## config.mk

```make
export PLATFORM = sky130hd
export DESIGN_NAME = imem_loader_flat
export DESIGN_NICKNAME = d
export VERILOG_FILES = /design/src/rtl/imem_loader_if.sv /design/src/rtl/imem_loader.sv /design/src/flat_wrapper.sv
export SDC_FILE = /design/constraint.sdc
export NUM_CORES = 1
export LEC_CHECK = 0
export BUFFER_PORTS_ARGS = -buffer_cell sky130_fd_sc_hd__buf_2
export CELL_PAD_IN_SITES_DETAIL_PLACEMENT = 1
export CELL_PAD_IN_SITES_GLOBAL_PLACEMENT = 1
export CORE_UTILIZATION = 32
export CTS_CLUSTER_DIAMETER = 80
export CTS_CLUSTER_SIZE = 40
export DETAILED_ROUTE_END_ITERATION = 16
export GPL_TIMING_DRIVEN = 0
export PLACE_DENSITY_LB_ADDON = 0.1
export SYNTH_ARGS = -nofsm -noshare
export SYNTH_HDL_FRONTEND = slang
export SYNTH_SLANG_ARGS = --single-unit
```

## constraint.sdc

```tcl
create_clock -name clk -period 5.9 [get_ports clk]
set_input_delay 1.18 -clock clk [delete_from_list [all_inputs] [get_ports clk]]
set_output_delay 1.18 -clock clk [all_outputs]
set_load 0.05 [all_outputs]
```

## src/rtl/imem_loader_if.sv

```systemverilog
// Purpose: bundles the byte-stream handshake, imem write port and core control of imem_loader.
// Latency: none; this is wiring only.
// Backpressure: in_ready (slave to master) gates in_valid/in_data transfers.
//   master: stream source / observer (drives in_valid, in_data)
//   slave : loader (drives in_ready, imem_*, core_rst, done, err)
interface imem_loader_if #(
    parameter int ADDR_W = 32
);
    logic              in_valid;
    logic [7:0]        in_data;
    logic              in_ready;
    logic              imem_we;
    logic [ADDR_W-1:0] imem_waddr;
    logic [31:0]       imem_wdata;
    logic              core_rst;
    logic              done;
    logic              err;

    modport master (
        output in_valid, in_data,
        input  in_ready, imem_we, imem_waddr, imem_wdata, core_rst, done, err
    );

    modport slave (
        input  in_valid, in_data,
        output in_ready, imem_we, imem_waddr, imem_wdata, core_rst, done, err
    );
endinterface

```

## src/rtl/imem_loader.sv

```systemverilog
// Purpose: loads a length-prefixed little-endian word stream into imem, holding the core in reset until done.
// Latency: 4th byte accepted at edge k -> imem_we for one cycle after k -> core released after edge k+1.
// Backpressure: in_ready is 0 during the WRITE bubble and in RUN/ERR; a byte moves on in_valid && in_ready.
//   Ports: clk, rst (sync, active high); bus.slave carries in_valid/in_data/in_ready,
//   imem_we/imem_waddr/imem_wdata, core_rst, done, err.
module imem_loader #(
    parameter int DEPTH_WORDS = 256,
    parameter int ADDR_W      = 32
) (
    input  logic        clk,
    input  logic        rst,
    imem_loader_if.slave bus
);
    typedef enum logic [2:0] {LEN_LO, LEN_HI, DATA, WRITE, RUN, ERR} state_t;

    localparam logic [16:0] DEPTH_L = 17'(DEPTH_WORDS);

    state_t            state_q, state_d;
    logic [1:0]        byte_cnt_q, byte_cnt_d;
    logic [15:0]       word_idx_q, word_idx_d;
    logic [15:0]       len_q, len_d;
    logic [31:0]       shift_q, shift_d;
    logic              in_ready_q, in_ready_d;
    logic              we_q, we_d;
    logic [ADDR_W-1:0] waddr_q, waddr_d;
    logic [31:0]       wdata_q, wdata_d;
    logic              core_rst_q, core_rst_d;
    logic              done_q, done_d;
    logic              err_q, err_d;

    logic              xfer;
    logic [15:0]       len_new;
    logic [15:0]       word_idx_inc;

    assign xfer         = bus.in_valid && in_ready_q;
    assign len_new      = {bus.in_data, len_q[7:0]};
    assign word_idx_inc = word_idx_q + 16'd1;

    always_comb begin
        state_d    = state_q;
        byte_cnt_d = byte_cnt_q;
        word_idx_d = word_idx_q;
        len_d      = len_q;
        shift_d    = shift_q;
        waddr_d    = waddr_q;
        wdata_d    = wdata_q;

        case (state_q)
            LEN_LO: begin
                if (xfer) begin
                    len_d[7:0] = bus.in_data;
                    state_d    = LEN_HI;
                end
            end
            LEN_HI: begin
                if (xfer) begin
                    len_d[15:8] = bus.in_data;
                    if (len_new == 16'd0) begin
                        state_d = RUN;
                    end else if ({1'b0, len_new} > DEPTH_L) begin
                        state_d = ERR;
                    end else begin
                        state_d = DATA;
                    end
                end
            end
            DATA: begin
                if (xfer) begin
                    shift_d[{byte_cnt_q, 3'b000} +: 8] = bus.in_data;
                    byte_cnt_d = byte_cnt_q + 2'd1;
                    if (byte_cnt_q == 2'd3) begin
                        // Address/data are captured here so they are valid
                        // exactly in the WRITE cycle that follows.
                        state_d = WRITE;
                        waddr_d = ADDR_W'({word_idx_q, 2'b00});
                        wdata_d = shift_d;
                    end
                end
            end
            WRITE: begin
                word_idx_d = word_idx_inc;
                state_d    = (word_idx_inc == len_q) ? RUN : DATA;
            end
            default: begin
                // RUN and ERR are terminal until rst.
                state_d = state_q;
            end
        endcase

        // Outputs decoded from the next state so they line up with state_q.
        in_ready_d = (state_d == LEN_LO) || (state_d == LEN_HI) || (state_d == DATA);
        we_d       = (state_d == WRITE);
        core_rst_d = (state_d != RUN);
        done_d     = (state_d == RUN);
        err_d      = (state_d == ERR);
    end

    always_ff @(posedge clk) begin
        if (rst) begin
            state_q    <= LEN_LO;
            byte_cnt_q <= 2'd0;
            word_idx_q <= 16'd0;
            len_q      <= 16'd0;
            shift_q    <= 32'd0;
            in_ready_q <= 1'b1;
            we_q       <= 1'b0;
            waddr_q    <= '0;
            wdata_q    <= 32'd0;
            core_rst_q <= 1'b1;
            done_q     <= 1'b0;
            err_q      <= 1'b0;
        end else begin
            state_q    <= state_d;
            byte_cnt_q <= byte_cnt_d;
            word_idx_q <= word_idx_d;
            len_q      <= len_d;
            shift_q    <= shift_d;
            in_ready_q <= in_ready_d;
            we_q       <= we_d;
            waddr_q    <= waddr_d;
            wdata_q    <= wdata_d;
            core_rst_q <= core_rst_d;
            done_q     <= done_d;
            err_q      <= err_d;
        end
    end

    assign bus.in_ready   = in_ready_q;
    assign bus.imem_we    = we_q;
    assign bus.imem_waddr = waddr_q;
    assign bus.imem_wdata = wdata_q;
    assign bus.core_rst   = core_rst_q;
    assign bus.done       = done_q;
    assign bus.err        = err_q;
endmodule

```

## src/flat_wrapper.sv

```systemverilog
// flat-port wrapper written by rule: the top's interface ports become plain ports
module imem_loader_flat 
#(
    parameter int DEPTH_WORDS = 256,
    parameter int ADDR_W      = 32
)
  (clk, rst, bus_in_valid, bus_in_data, bus_in_ready, bus_imem_we, bus_imem_waddr, bus_imem_wdata, bus_core_rst, bus_done, bus_err);
  imem_loader_if #(.ADDR_W(ADDR_W)) bus_i ();
  input  logic clk;
  input  logic rst;
  input wire logic [$bits(bus_i.in_valid)-1:0] bus_in_valid;
  input wire logic [$bits(bus_i.in_data)-1:0] bus_in_data;
  output wire logic [$bits(bus_i.in_ready)-1:0] bus_in_ready;
  output wire logic [$bits(bus_i.imem_we)-1:0] bus_imem_we;
  output wire logic [$bits(bus_i.imem_waddr)-1:0] bus_imem_waddr;
  output wire logic [$bits(bus_i.imem_wdata)-1:0] bus_imem_wdata;
  output wire logic [$bits(bus_i.core_rst)-1:0] bus_core_rst;
  output wire logic [$bits(bus_i.done)-1:0] bus_done;
  output wire logic [$bits(bus_i.err)-1:0] bus_err;
  assign bus_i.in_valid = bus_in_valid;
  assign bus_i.in_data = bus_in_data;
  assign bus_in_ready = bus_i.in_ready;
  assign bus_imem_we = bus_i.imem_we;
  assign bus_imem_waddr = bus_i.imem_waddr;
  assign bus_imem_wdata = bus_i.imem_wdata;
  assign bus_core_rst = bus_i.core_rst;
  assign bus_done = bus_i.done;
  assign bus_err = bus_i.err;
  imem_loader #(.DEPTH_WORDS(DEPTH_WORDS), .ADDR_W(ADDR_W)) u_core (.clk(clk), .rst(rst), .bus(bus_i));
endmodule
```

# After elaboration in Yosys (flattened, before gate mapping)
# Cells that the tools add are included.
classes:
  muxes: 9
  eq_ne: 11
  shift: 2
  reduce_logical: 10
  magnitude_cmp: 1
  add_sub_neg: 3
ops:
  columns: ["op", "n"]
  rows:
  - ["$bwmux W32", 1]
  - ["$shift A8 B7 Y32 const A", 1]
  - ["$shiftx A8 B7 Y32", 1]
  - ["$mux W3", 7]
  - ["$add A16 B1 Y16 const B", 1]
  - ["$eq A16 B16 Y1", 1]
  - ["$gt A16 B9 Y1 const B", 1]
  - ["$logic_not A16 Y1", 1]
  - ["$eq A3 B2 Y1 const B", 4]
  - ["$pmux W3 S4", 1]
  - ["$neg A5 Y7", 1]
  - ["$eq A3 B1 Y1 const B", 2]
  - ["$eq A3 B3 Y1 const B", 2]
  - ["$logic_not A3 Y1", 2]
  - ["$reduce_and A2 Y1", 3]
  - ["$ne A3 B3 Y1 const B", 1]
  - ["$reduce_and A3 Y1", 1]
  - ["$add A2 B1 Y2 const B", 1]
  - ["$eq A2 B2 Y1 const B", 1]
  - ["$logic_or A1 B1 Y1", 2]
  - ["$logic_and A1 B1 Y1", 1]
totals:
  inputBits: 11
  regBits: 122
  wordCells: 49
  output_inout_bits: 69

# Logic depth before layout (Yosys ltp)
logic_depth:
  depth_word: 8
  ltp_mapped: 8
  depth_no_buf: 7

# Least setup slack after synthesis
# OpenSTA, ideal clock, no wires.
synth_timing:
  path_type: "input port to flip-flop"
  start: "input bus_in_data[4]"
  end: "register u_core.in_ready_q, in the netlist u_core.bus.in_ready"
  t_arrival_ns: 2.629
  path_buffers: 0
  required_ns: 5.785
  setup_time_ns: 0.115
  setup_slack_ns: 3.155
  path_stages: 6
  cell_sequence: "or4_1 -> nor4_1 -> nand3b_1 -> o31ai_1 -> nand2_1 -> a31o_1"
synth_between:
  elab_chain_len: 8
  elab_cells_between_ends: 11
  classes_between: "1 x order compare; 2 x eq/ne; 4 x mux; 4 x reduce/logical"
synth_rtl:
  columns: ["item", "line", "rtl"]
  rows:
  - ["start, declared", "flat_wrapper.sv:12", "input wire logic [$bits(bus_i.in_data)-1:0] bus_in_data;"]
  - ["$gt A16 B9 Y1", "imem_loader.sv:60", "end else if ({1'b0, len_new} > DEPTH_L) begin"]
  - ["$mux W3", "imem_loader.sv:60", null]
  - ["$mux W3 (*)", "imem_loader.sv:58", "if (len_new == 16'd0) begin"]
  - ["$mux W3 (*)", "imem_loader.sv:56", "if (xfer) begin"]
  - ["$pmux W3 S4 (*)", "imem_loader.sv:48", "case (state_q)"]
  - ["$eq A3 B1 Y1 or $logic_not A3 Y1 (tied branches)", "imem_loader.sv:91", "in_ready_d = (state_d == LEN_LO) || (state_d == LEN_HI) || (state_d == DATA);"]
  - ["$logic_or A1 B1 Y1", "imem_loader.sv:91", null]
  - ["$logic_or A1 B1 Y1 (*)", "imem_loader.sv:91", null]
  - ["end signal, assigned", "imem_loader.sv:118", "in_ready_q <= in_ready_d;"]
  - ["end, declared", "imem_loader.sv:23", "logic in_ready_q, in_ready_d;"]
# Mark *: on every way between the ends. The rest lies on a longest branch, timed or not.
# A chain may end at the register's enable or synchronous reset.

# Worst setup path in the final report
layout_timing:
  start: "register u_core.word_idx_q[1]"
  end: "register u_core.core_rst_q, in the netlist u_core.bus.core_rst"
layout_between:
  elab_chain_len: 5
layout_rtl:
  columns: ["item", "line", "rtl"]
  rows:
  - ["start, declared", "imem_loader.sv:20", "logic [15:0] word_idx_q, word_idx_d;"]
  - ["start signal, assigned", "imem_loader.sv:115", "word_idx_q <= word_idx_d;"]
  - ["$add A16 B1 Y16", "imem_loader.sv:37", "assign word_idx_inc = word_idx_q + 16'd1;"]
  - ["$eq A16 B16 Y1", "imem_loader.sv:82", "state_d = (word_idx_inc == len_q) ? RUN : DATA;"]
  - ["$mux W3", "imem_loader.sv:82", null]
  - ["$pmux W3 S4", "imem_loader.sv:48", null]
  - ["$ne A3 B3 Y1", "imem_loader.sv:93", "core_rst_d = (state_d != RUN);"]
  - ["end signal, assigned", "imem_loader.sv:122", "core_rst_q <= core_rst_d;"]
  - ["end, declared", "imem_loader.sv:27", "logic core_rst_q, core_rst_d;"]
# No other way between the ends.

==> out/qor.txt <==
PD cells - 310.6 mW/mm2
CP required - 6.16 ns
critical path startpoint category - register
Mapped Area - 0.005484 mm2
DR vias - 4910
EDFF count, synth - 0
CTS root buf - clkbuf_16
clock slew at reported path FFs - 0.05 ns
Crit. End Element - register
cell taking the most area after synthesis - dfxtp_1
Starting Density - 32.95%
period utilization - 51.50%
most common cell after layout, fill and taps aside - dfxtp_1
setup bufs post-CTS - 0
RR Startpoint - u_core.word_idx_q[1]
post-synthesis sequential area ratio - 44.54%
CP startpoint - u_core.word_idx_q[1]
Async S/R FF share, synth - 0%
top cells by area, synth - dfxtp_1 (45%), a211oi_1 (8.9%), nor2_1 (7.3%)
gr ovfl total - 0
Slew @ Worst Pin - 0.9809 ns
Setup TNS - 0 ns
status - completed
Reg2Reg Depth - 8
minimum clock period - 3.038 ns
hold path depth - 2
Clock H-tree levels - 4
Mapped Cells - 645
syn_area_per_cell - 8.502 um2
worst vdd ir - 189.1 uV
# diodes - 0
global-route wire length before repair - 27.01 mm
final net count - 759
post-route antenna net violation count - 0
top-level I/O count - 80
Yosys cell types - 51
Crit Reg-Reg Endpoint - u_core.bus.core_rst
GRT Util Overall - 19.74%
die width - 132.9 um
Clock Skew - 0.007414 ns
proportion of layout cells with a drive suffix above 1 - 17.00%
largest net degree at the start of global routing - 17
Hold Path Class - register to register
fill count - 1998
Die Ht - 132.9 um
most frequent cells in the layout - dfxtp_1 (122), nor2_1 (106), buf_2 (69)
Pleak - 2.544 nW
post_cts resized - 0
Final Wtd Congestion - 0.7996
Max Cap Viol - 0
f_max - 329.1 MHz
vias in the first global route - 5021
share of the synthesized area in the top cell type - 44.54%
Synthesis Warnings - 0
final wirelength - 16.74 mm
Slew Limit Fails - 0
CTS tree - built
Layout area overhead - 23.27%
port bufs - 62
count of final setup violators - 0
reg2reg setup slack - 2.86 ns
worst skew pair latency - 0.41 ns
# hold bufs at CTS - 0
dpl hpwl - 12.11 mm
post-place setup slack - 2.426 ns
WL per Instance - 17.21 um
Num CTS Buffers - 17
clock buffer depth - 2
Critical Path End - u_core.bus.core_rst
DR pass1 iterations - 4
# clock sinks - 122
Die Footprint - 0.01767 mm2
Max-slew headroom - 34.11%
Synth Flop Type - dfxtp_1
RSZ-0062 raised after global routing - false
DRC Markers - 0
Yosys reg bits - 122
setup ws final - 2.862 ns
Critical Path Fanout Max - 9
Via density - 5.046
Core Area - 0.01664 mm2
WS Path Type - register to register
site row count - 47
Arr. time, crit path - 3.30 ns
initial antenna violation count - 0
initial DRC count - 171
Final Hold Viols - 0
==> through the flow <==
stage | total power (W) | area, um2 | util (%) | cells | hold slack (ns)
2_1_floorplan | 0.0009641 | 5540 | - | 660 | 0.4683
5_1_grt | 0.002174 | 6760 | 40.62 | 973 | 0.4659
3_5_place_dp | 0.001002 | 6126 | 36.81 | 942 | 0.4458
4_1_cts | 0.002123 | 6754 | 40.58 | 973 | 0.4534
6_report | 0.002100 | 6760 | 40.62 | 973 | 0.4513
3_3_place_gp | 0.0009981 | 6126 | 36.81 | 942 | 0.4399
==> area by class of cell <==
cell class | instances | area, um2 | area share, %
Buffer | 64 | 327.8 | 4.849
Clock buffer | 23 | 488.0 | 7.218
Clock inverter | 8 | 140.1 | 2.073
Inverter | 8 | 32.53 | 0.4812
Multi-Input combinational cell | 466 | 2744 | 40.59
Sequential cell | 122 | 2442 | 36.13
Tap cell | 220 | 275.3 | 4.072
Timing Repair Buffer | 62 | 310.3 | 4.590
==> cell usage after synthesis (2+ instances only) <==
cell type and count:
a211oi_1 65, a21oi_1 54, a311oi_1 2, a31o_2 2, a31oi_1 3, and2_1 4, and3_1 7, and4_1 2
buf_1 2, buf_2 7, buf_4 21, clkbuf_1 34, dfxtp_1 122, ha_1 7, inv_1 6, mux2i_1 17
nand2_1 47, nand3_1 8, nand3b_1 2, nand4_1 9, nor2_1 106, nor2b_1 33, nor3_1 10, nor4_1 4
nor4b_1 2, o21ai_0 7, o31ai_1 3, or3_1 4, or4_1 4, xnor2_1 17, xor2_1 14
==> report_power, final <==
| part | switching (W) | leakage, nW | internal [W] |
|---|---|---|---|
| combinational | 0.0000941 | 1.25 | 0.0000449 |
| clock | 0.000368 | 0.313 | 0.000747 |
| sequential | 0.0000101 | 0.985 | 0.000836 |
==> critical path, cell delays in order, from the launching register on <==
cell,delay [ns]
dfxtp_1,0.50
ha_1,0.20
buf_2,0.19
nand3_1,0.19
or4_1,0.58
o21ai_1,0.14
a211oi_1,0.13
nor4b_1,0.77
o21ai_0,0.19
==> how the worst min path moves through the flow <==
stage / slack [ns] / to / from
4_1_cts: 0.45 / u_core.bus.imem_waddr[10] / u_core.bus.imem_waddr[10]
5_1_grt: 0.47 / u_core.bus.imem_waddr[17] / u_core.bus.imem_waddr[17]
6_report: 0.45 / u_core.bus.imem_waddr[10] / u_core.bus.imem_waddr[10]
2_1_floorplan: 0.47 / u_core.bus.imem_waddr[17] / u_core.word_idx_q[15]
3_3_place_gp: 0.44 / u_core.bus.imem_waddr[8] / u_core.bus.imem_waddr[8]
3_5_place_dp: 0.45 / u_core.bus.imem_waddr[10] / u_core.bus.imem_waddr[10]
==> kinds of logic (layout without fill, tap and decap cells) <==
group | Yosys count | count (layout) | synth area share [%]
buf+inv | 72 | 165 | 6.571
fa+ha+maj | 7 | 7 | 1.597
flops | 122 | 122 | 44.54
compound gates | 146 | 146 | 17.41
mux | 17 | 17 | 3.103
other cells | 1 | 16 | 0.06838
simple gates | 249 | 249 | 21.77
xor+xnor | 31 | 31 | 4.951
==> layer usage <==
| layer | vias to the layer above | GRT usage (%) | wire length [um] |
|---|---|---|---|
| li1 | 2417 | - | - |
| met1 | 2409 | 23.59 | 7471 |
| met2 | 69 | 35.51 | 8632 |
| met3 | 15 | 3.372 | 412 |
| met4 | 0 | 6.577 | 225 |
| met5 | - | 0 | 0 |
==> registers in the layout (all words and copies together) (netlist names) <==
name	cells
u_core.bus.imem_wdata	32
u_core.shift_q	32
u_core.bus.imem_waddr	16
u_core.len_q	16
u_core.word_idx_q	16
u_core.state_q	3
u_core.byte_cnt_q	2
u_core.bus.core_rst	1
u_core.bus.done	1
u_core.bus.err	1
u_core.bus.imem_we	1
u_core.bus.in_ready	1
(Power assumes the default switching activity.)
